### src/rtl/mmio_store_capture.sv
// ---------------------------------------------------------------------------
// mmio_store_capture
//
// Purpose:
//   Snoops the core's data-memory store stream. Stores that land inside a
//   memory-mapped I/O window are queued in a small FIFO. A host drains the
//   FIFO through a valid/ready port. Sticky FP exception flags, a saturating
//   exception-event counter and an interrupt summary are kept alongside.
//
// Ports:
//   clk, reset            rising-edge clock, synchronous active-high reset
//   MemWriteM             store strobe (one store per cycle when high)
//   DataAdrM, WriteDataM  store byte address and data
//   Exception, Underflow, Overflow   FP status indications from the core
//   out_valid/out_ready   FIFO head handshake
//   out_addr, out_data    FIFO head entry (registered)
//   level                 FIFO occupancy
//   drop_cnt              saturating count of stores lost while full
//   flags_clr             clears the sticky flags and exc_cnt
//   exc_sticky, uf_sticky, of_sticky   sticky FP flags
//   exc_cnt               saturating count of Exception rising edges
//   irq                   interrupt summary
// ---------------------------------------------------------------------------
module mmio_store_capture #(
    parameter int          DEPTH      = 8,
    parameter logic [31:0] MMIO_BASE  = 32'h0000_1000,
    parameter logic [31:0] MMIO_MASK  = 32'hFFFF_F000,
    parameter int          IRQ_THRESH = 4
) (
    input  logic                         clk,
    input  logic                         reset,
    input  logic                         MemWriteM,
    input  logic [31:0]                  DataAdrM,
    input  logic [31:0]                  WriteDataM,
    input  logic                         Exception,
    input  logic                         Underflow,
    input  logic                         Overflow,
    output logic                         out_valid,
    input  logic                         out_ready,
    output logic [31:0]                  out_addr,
    output logic [31:0]                  out_data,
    output logic [$clog2(DEPTH+1)-1:0]   level,
    output logic [15:0]                  drop_cnt,
    input  logic                         flags_clr,
    output logic                         exc_sticky,
    output logic                         uf_sticky,
    output logic                         of_sticky,
    output logic [7:0]                   exc_cnt,
    output logic                         irq
);

    localparam int PW = $clog2(DEPTH);
    localparam int LW = $clog2(DEPTH + 1);
    localparam logic [LW-1:0] DEPTH_L  = LW'(DEPTH);
    localparam logic [LW-1:0] THRESH_L = LW'(IRQ_THRESH);

    // Entry storage; contents are don't-care after reset, so no reset here.
    logic [31:0] addr_mem_q [DEPTH];
    logic [31:0] data_mem_q [DEPTH];

    logic [PW-1:0] rd_ptr_q, rd_ptr_d;
    logic [PW-1:0] wr_ptr_q, wr_ptr_d;
    logic [LW-1:0] level_q, level_d;
    logic [31:0]   head_addr_q, head_addr_d;
    logic [31:0]   head_data_q, head_data_d;
    logic [15:0]   drop_cnt_q, drop_cnt_d;
    logic          exc_sticky_q, exc_sticky_d;
    logic          uf_sticky_q, uf_sticky_d;
    logic          of_sticky_q, of_sticky_d;
    logic          exc_prev_q;
    logic [7:0]    exc_cnt_q, exc_cnt_d;

    logic hit;
    logic push;
    logic pop;
    logic full;
    logic push_acc;
    logic drop;
    logic exc_rise;

    assign hit      = (DataAdrM & MMIO_MASK) == MMIO_BASE;
    assign push     = MemWriteM & hit;
    assign pop      = (level_q != '0) & out_ready;
    assign full     = (level_q == DEPTH_L);
    // A full FIFO still accepts a store when the head leaves in the same cycle.
    assign push_acc = push & (~full | pop);
    assign drop     = push & full & ~pop;
    assign exc_rise = Exception & ~exc_prev_q;

    always_comb begin
        rd_ptr_d = pop      ? rd_ptr_q + PW'(1) : rd_ptr_q;
        wr_ptr_d = push_acc ? wr_ptr_q + PW'(1) : wr_ptr_q;

        level_d = level_q;
        case ({push_acc, pop})
            2'b10:   level_d = level_q + LW'(1);
            2'b01:   level_d = level_q - LW'(1);
            default: level_d = level_q;
        endcase

        // The head register is loaded with the entry that will sit at the
        // head next cycle. When that entry is being written right now it is
        // not yet in storage, so take it straight from the bus.
        head_addr_d = head_addr_q;
        head_data_d = head_data_q;
        if (level_d != '0) begin
            if (push_acc && (wr_ptr_q == rd_ptr_d)) begin
                head_addr_d = DataAdrM;
                head_data_d = WriteDataM;
            end else begin
                head_addr_d = addr_mem_q[rd_ptr_d];
                head_data_d = data_mem_q[rd_ptr_d];
            end
        end

        drop_cnt_d = drop_cnt_q;
        if (drop && (drop_cnt_q != 16'hFFFF)) begin
            drop_cnt_d = drop_cnt_q + 16'd1;
        end

        // A new event in the clear cycle survives the clear.
        exc_sticky_d = Exception | (exc_sticky_q & ~flags_clr);
        uf_sticky_d  = Underflow | (uf_sticky_q  & ~flags_clr);
        of_sticky_d  = Overflow  | (of_sticky_q  & ~flags_clr);

        exc_cnt_d = exc_cnt_q;
        if (flags_clr) begin
            exc_cnt_d = exc_rise ? 8'd1 : 8'd0;
        end else if (exc_rise && (exc_cnt_q != 8'hFF)) begin
            exc_cnt_d = exc_cnt_q + 8'd1;
        end
    end

    always_ff @(posedge clk) begin
        if (push_acc) begin
            addr_mem_q[wr_ptr_q] <= DataAdrM;
            data_mem_q[wr_ptr_q] <= WriteDataM;
        end
    end

    always_ff @(posedge clk) begin
        if (reset) begin
            rd_ptr_q     <= '0;
            wr_ptr_q     <= '0;
            level_q      <= '0;
            head_addr_q  <= '0;
            head_data_q  <= '0;
            drop_cnt_q   <= '0;
            exc_sticky_q <= 1'b0;
            uf_sticky_q  <= 1'b0;
            of_sticky_q  <= 1'b0;
            exc_prev_q   <= 1'b0;
            exc_cnt_q    <= '0;
        end else begin
            rd_ptr_q     <= rd_ptr_d;
            wr_ptr_q     <= wr_ptr_d;
            level_q      <= level_d;
            head_addr_q  <= head_addr_d;
            head_data_q  <= head_data_d;
            drop_cnt_q   <= drop_cnt_d;
            exc_sticky_q <= exc_sticky_d;
            uf_sticky_q  <= uf_sticky_d;
            of_sticky_q  <= of_sticky_d;
            exc_prev_q   <= Exception;
            exc_cnt_q    <= exc_cnt_d;
        end
    end

    assign out_valid  = (level_q != '0);
    assign out_addr   = head_addr_q;
    assign out_data   = head_data_q;
    assign level      = level_q;
    assign drop_cnt   = drop_cnt_q;
    assign exc_sticky = exc_sticky_q;
    assign uf_sticky  = uf_sticky_q;
    assign of_sticky  = of_sticky_q;
    assign exc_cnt    = exc_cnt_q;
    assign irq        = (level_q >= THRESH_L) | exc_sticky_q | of_sticky_q;

endmodule

### config.mk
export PLATFORM = sky130hd
export DESIGN_NAME = mmio_store_capture
export DESIGN_NICKNAME = d
export VERILOG_FILES = /design/src/rtl/mmio_store_capture.sv
export SDC_FILE = /design/constraint.sdc
export NUM_CORES = 1
export LEC_CHECK = 0
export CAP_MARGIN = 5
export CORE_MARGIN = 1
export CORE_UTILIZATION = 31
export CTS_CLUSTER_DIAMETER = 150
export DETAILED_ROUTE_END_ITERATION = 16
export PLACE_DENSITY = 0.48
export REMOVE_ABC_BUFFERS = 1
export SLEW_MARGIN = 20
export SYNTH_ARGS = -nofsm -noshare
export SYNTH_HDL_FRONTEND = slang
export SYNTH_SLANG_ARGS = --single-unit
### constraint.sdc
create_clock -name clk -period 21.1 [get_ports clk]
set_clock_uncertainty 0.15 [all_clocks]
set_input_delay 2.11 -clock clk [delete_from_list [all_inputs] [get_ports clk]]
set_output_delay 2.11 -clock clk [all_outputs]
set_load 0.01 [all_outputs]
==> summary.txt <==
Clocking
  – Post-CTS sizing: 0
  – Number of clock sinks seen by CTS: 614
  – H-Tree Level Count: 3
  – Buffers from clock root to sink, at most: 3
  – Clock tree from TritonCTS: yes
  – Clock insertion delay at the later pin of the skew report: slightly above 600 ps
  – CTS root buf: clkbuf_16
  – Count of hold buffers inserted by post-cts repair: 0
  – Clock-pin slew on the worst setup and hold paths: approximately 60 ps
  – Post-CTS setup repair buffer count: 0
  – Inserted Clock Buffers: 69

Min path
  – Instance count along the most critical hold path: 1
  – Path type of the worst min-delay path: flip-flop to flip-flop
  – Min-delay src: exc_sticky

Die
  – Area of the core: 0.07734 sq mm
  – Die area: around 0.08 sq mm
  – Number of cell rows: ~100
  – Die extent in x: about 280 microns
  – Total I/O pin count: around 170
  – Overall die height: approximately 280 microns
  – Initial Utilization: a little under a third

Setup path
  – Origin of the worst setup path: DataAdrM[22]
  – Logic depth of the worst register-to-register path: 11
  – Kind of capture point of the worst setup path: flip-flop
  – Arrival time of the worst setup path: between 7000 and 8000 ps
  – Kind of start point of the critical path: input pin
  – Critical path peak fanout: 45
  – R2r startpoint: level[3]
  – CP Data Required Time: approximately 21,000 ps
  – Worst Setup Path Type: input pin to flip-flop

Synthesis
  – Synth Area in Compound Gates: roughly a tenth
  – Mapped cell area: ~0.024 sq mm
  – Synthesized instance count: approximately 1,600
  – Portion of synthesized cell area occupied by the leading cell type: 63.60%
  – Synthesized flop and latch total: roughly 610
  – Share of flip-flops with an asynchronous set or reset: 0%
  – XOR/XNOR Fraction of Synth Area: less than 1%
  – Flip-flop cell with the highest count after synthesis: edfxtp_1
  – Distinct cell type count of the synthesized netlist: 55
  – Ranking of synthesized cells by area: edfxtp_1 64%, dfxtp_1 8.4%, mux4_2 4.5%, nand2_1 3.6%, a221oi_1 2.6%
  – Multiplexer share of the synthesized area: under 10%
  – Main combinational cell family by area after synthesis: compound AO/OA/AOI/OAI gates
  – Synth warn: 0
  – Number of enable flip-flop cells after synthesis: 512
  – Post-synthesis share of cell area spent on and, or, nand and nor gates: roughly 9.0%
  – Per-instance average area after synthesis: 14.84 sq um
  – Register area share after synthesis: between 70 and 80%
  – Top cell type by total area after synthesis: edfxtp_1
  – Adder-cell share of the synthesized area: less than 1%

Timing
  – Number of max-slew violations in the final report: 0
  – Highest attainable clock frequency: 144.2 MHz
  – Min Clock Period, post-route: 6936 ps
  – Final setup vio count: 0
  – Transition at the pin with the smallest max-transition slack: between 1000 and 1500 ps
  – Setup TNS: 0 ps
  – Normalized max-slew margin: 23.80%
  – Min setup slack post-route: 14,160 ps
  – Final Hold Violating Endpoints: 0
  – RSZ-0062 raised after global routing: no
  – Tcrit/Tclk final: 32.87%

Drt
  – Total iterations of the first detailed-routing run: 5
  – Via count of the routed design: 15,200
  – Initial DRC count: 1,087
  – Final antenna-violating net count: 0
  – Total wirelength of the detailed-routed design: 70.29 mm
  – Vias per Instance: 5.288
  – Average wire per cell in the routed design: 24.46 microns
  – Post-route DRC: 0

Finish
  – Signed area change from the synthesized netlist to the final layout: 20.97%
  – Total area of multi-input combinational cells: roughly 0.0063 sq mm
  – Share of final-layout standard cells stronger than drive strength 1: about 12%
  – Final std cell area, no fill: 0.02924 sq mm
  – Fill cells: approximately 7,300
  – Number of nets in the layout: ~1,900
  – Storage cell area: ~0.017 sq mm

Global routing
  – Pin count of the biggest net entering global routing: between 80 and 90
  – Global-route wire length before repair: 103.9 mm
  – Number of antenna violations at the first check in global routing: 6
  – Congestion Overflow GR: 0
  – Number of global-route vias before repair: 15,370
  – All-layer global routing usage: roughly 18%

Power
  – Static leakage: approximately 9.1 nW
  – Max VDD drop: approximately 0.098 mV
  – Pwr Density: between 100 and 150 mW/mm^2

Status
  – Outcome: complete, no violations

Placement
  – DP HPWL: 37.33 mm
  – Dpl cell area: around 0.027 sq mm
  – Placer congestion estimate: just under 0.8
  – Worst slack after detailed placement: roughly 14,000 ps
  – Number of buffers inserted by port buffering: roughly 170

Run
  – Number of violations of the max-capacitance limit: 0
[registers in the layout, summed over array words and instances (netlist names), 3 cells and up]
signal      flops
data_mem_q    256
rd_ptr_q        3
out_data       32
addr_mem_q    256
exc_cnt         8
drop_cnt       16
level           4
wr_ptr_q        3
out_addr       32
[cell usage after synthesis, types with 13 or more instances]
cell         n
edfxtp_1   512
clkbuf_1   101
o2111ai_1   64
nand2_1    231
o31ai_1     21
nor2b_1     23
a21oi_1     38
mux4_2      48
dfxtp_1    102
nor3_1      26
buf_2       16
a311oi_1    45
buf_1       13
nor2_1      45
a221oi_1    72
nand3_1     94
a2111oi_0   45
[through the flow]
stage / hold slack [ps] / std cells / total power, W / util [%]
after floorplan: 341.8 / 1497 / 0.002270 / -
after global placement: 320.0 / 2745 / 0.002596 / 34.98
after detailed placement: 339.9 / 2745 / 0.002612 / 34.98
after CTS: 353.5 / 2873 / 0.003776 / 37.80
after global routing: 369.0 / 2873 / 0.003912 / 37.81
final: 351.0 / 2874 / 0.003724 / 37.81
[placed cells by master (no fill, tap or decap), drive strengths merged, types with 21 or more instances in the layout]
cell / count
nand2: 231
a2111oi: 45
buf: 41
a221oi: 72
clkinv: 23
clkbuf: 99
mux4: 48
edfxtp: 512
nor2b: 23
nor2: 45
o2111ai: 64
o31ai: 21
dfxtp: 102
a21oi: 39
clkdlybuf4s50: 167
nand3: 94
a311oi: 45
nor3: 26
[worst paths after layout]
check	endpoint	slack, ps
min	exc_sticky	350
max	out_data[17]	14160
min reg2reg	exc_sticky	350
max reg2reg	out_data[17]	16510
[per-layer routing]
layer	routed length (microns)	track usage, %	vias up
met5	74	0	-
met4	1114	3.902	12
met3	4030	3.940	91
met2	33870	29.39	413
met1	31200	23.88	7846
li1	-	-	6836
[cell families after synthesis]
kind of cell / count (synthesis)
and+or+nand+nor: 476
buffers and inverters: 141
xor gates and xnor gates: 16
DFF: 614
muxes: 60
AOI/OAI and AO/OA: 315
adders and majority gates: 7
[critical path: stages]
cell	delay [ps]
clkdlybuf4s50_1	560
nor4b_1	760
nand4_1	410
o21ai_2	430
inv_1	140
ha_1	300
a21o_1	120
a21oi_1	110
or4_4	480
a32oi_2	940
o211ai_4	120
buf_4	420
a311oi_1	330
[where the power goes]
group          internal, W  switching, W  total [W]
registers          0.00136     0.0000459    0.00141
logic             0.000441      0.000724    0.00116
clock network     0.000667      0.000483    0.00115
[final cells by class]
class / count / share of cell area, %
well taps: 1040 / 4.450
clock buffers: 99 / 6.888
diodes: 1 / 0.008557
clock inverters: 29 / 0.5861
multi-input cells: 874 / 21.63
repair buffers: 208 / 6.768
inverters: 9 / 0.1155
flip-flops and latches: 614 / 59.56
Note: power is estimated with default switching activity, not from simulation.
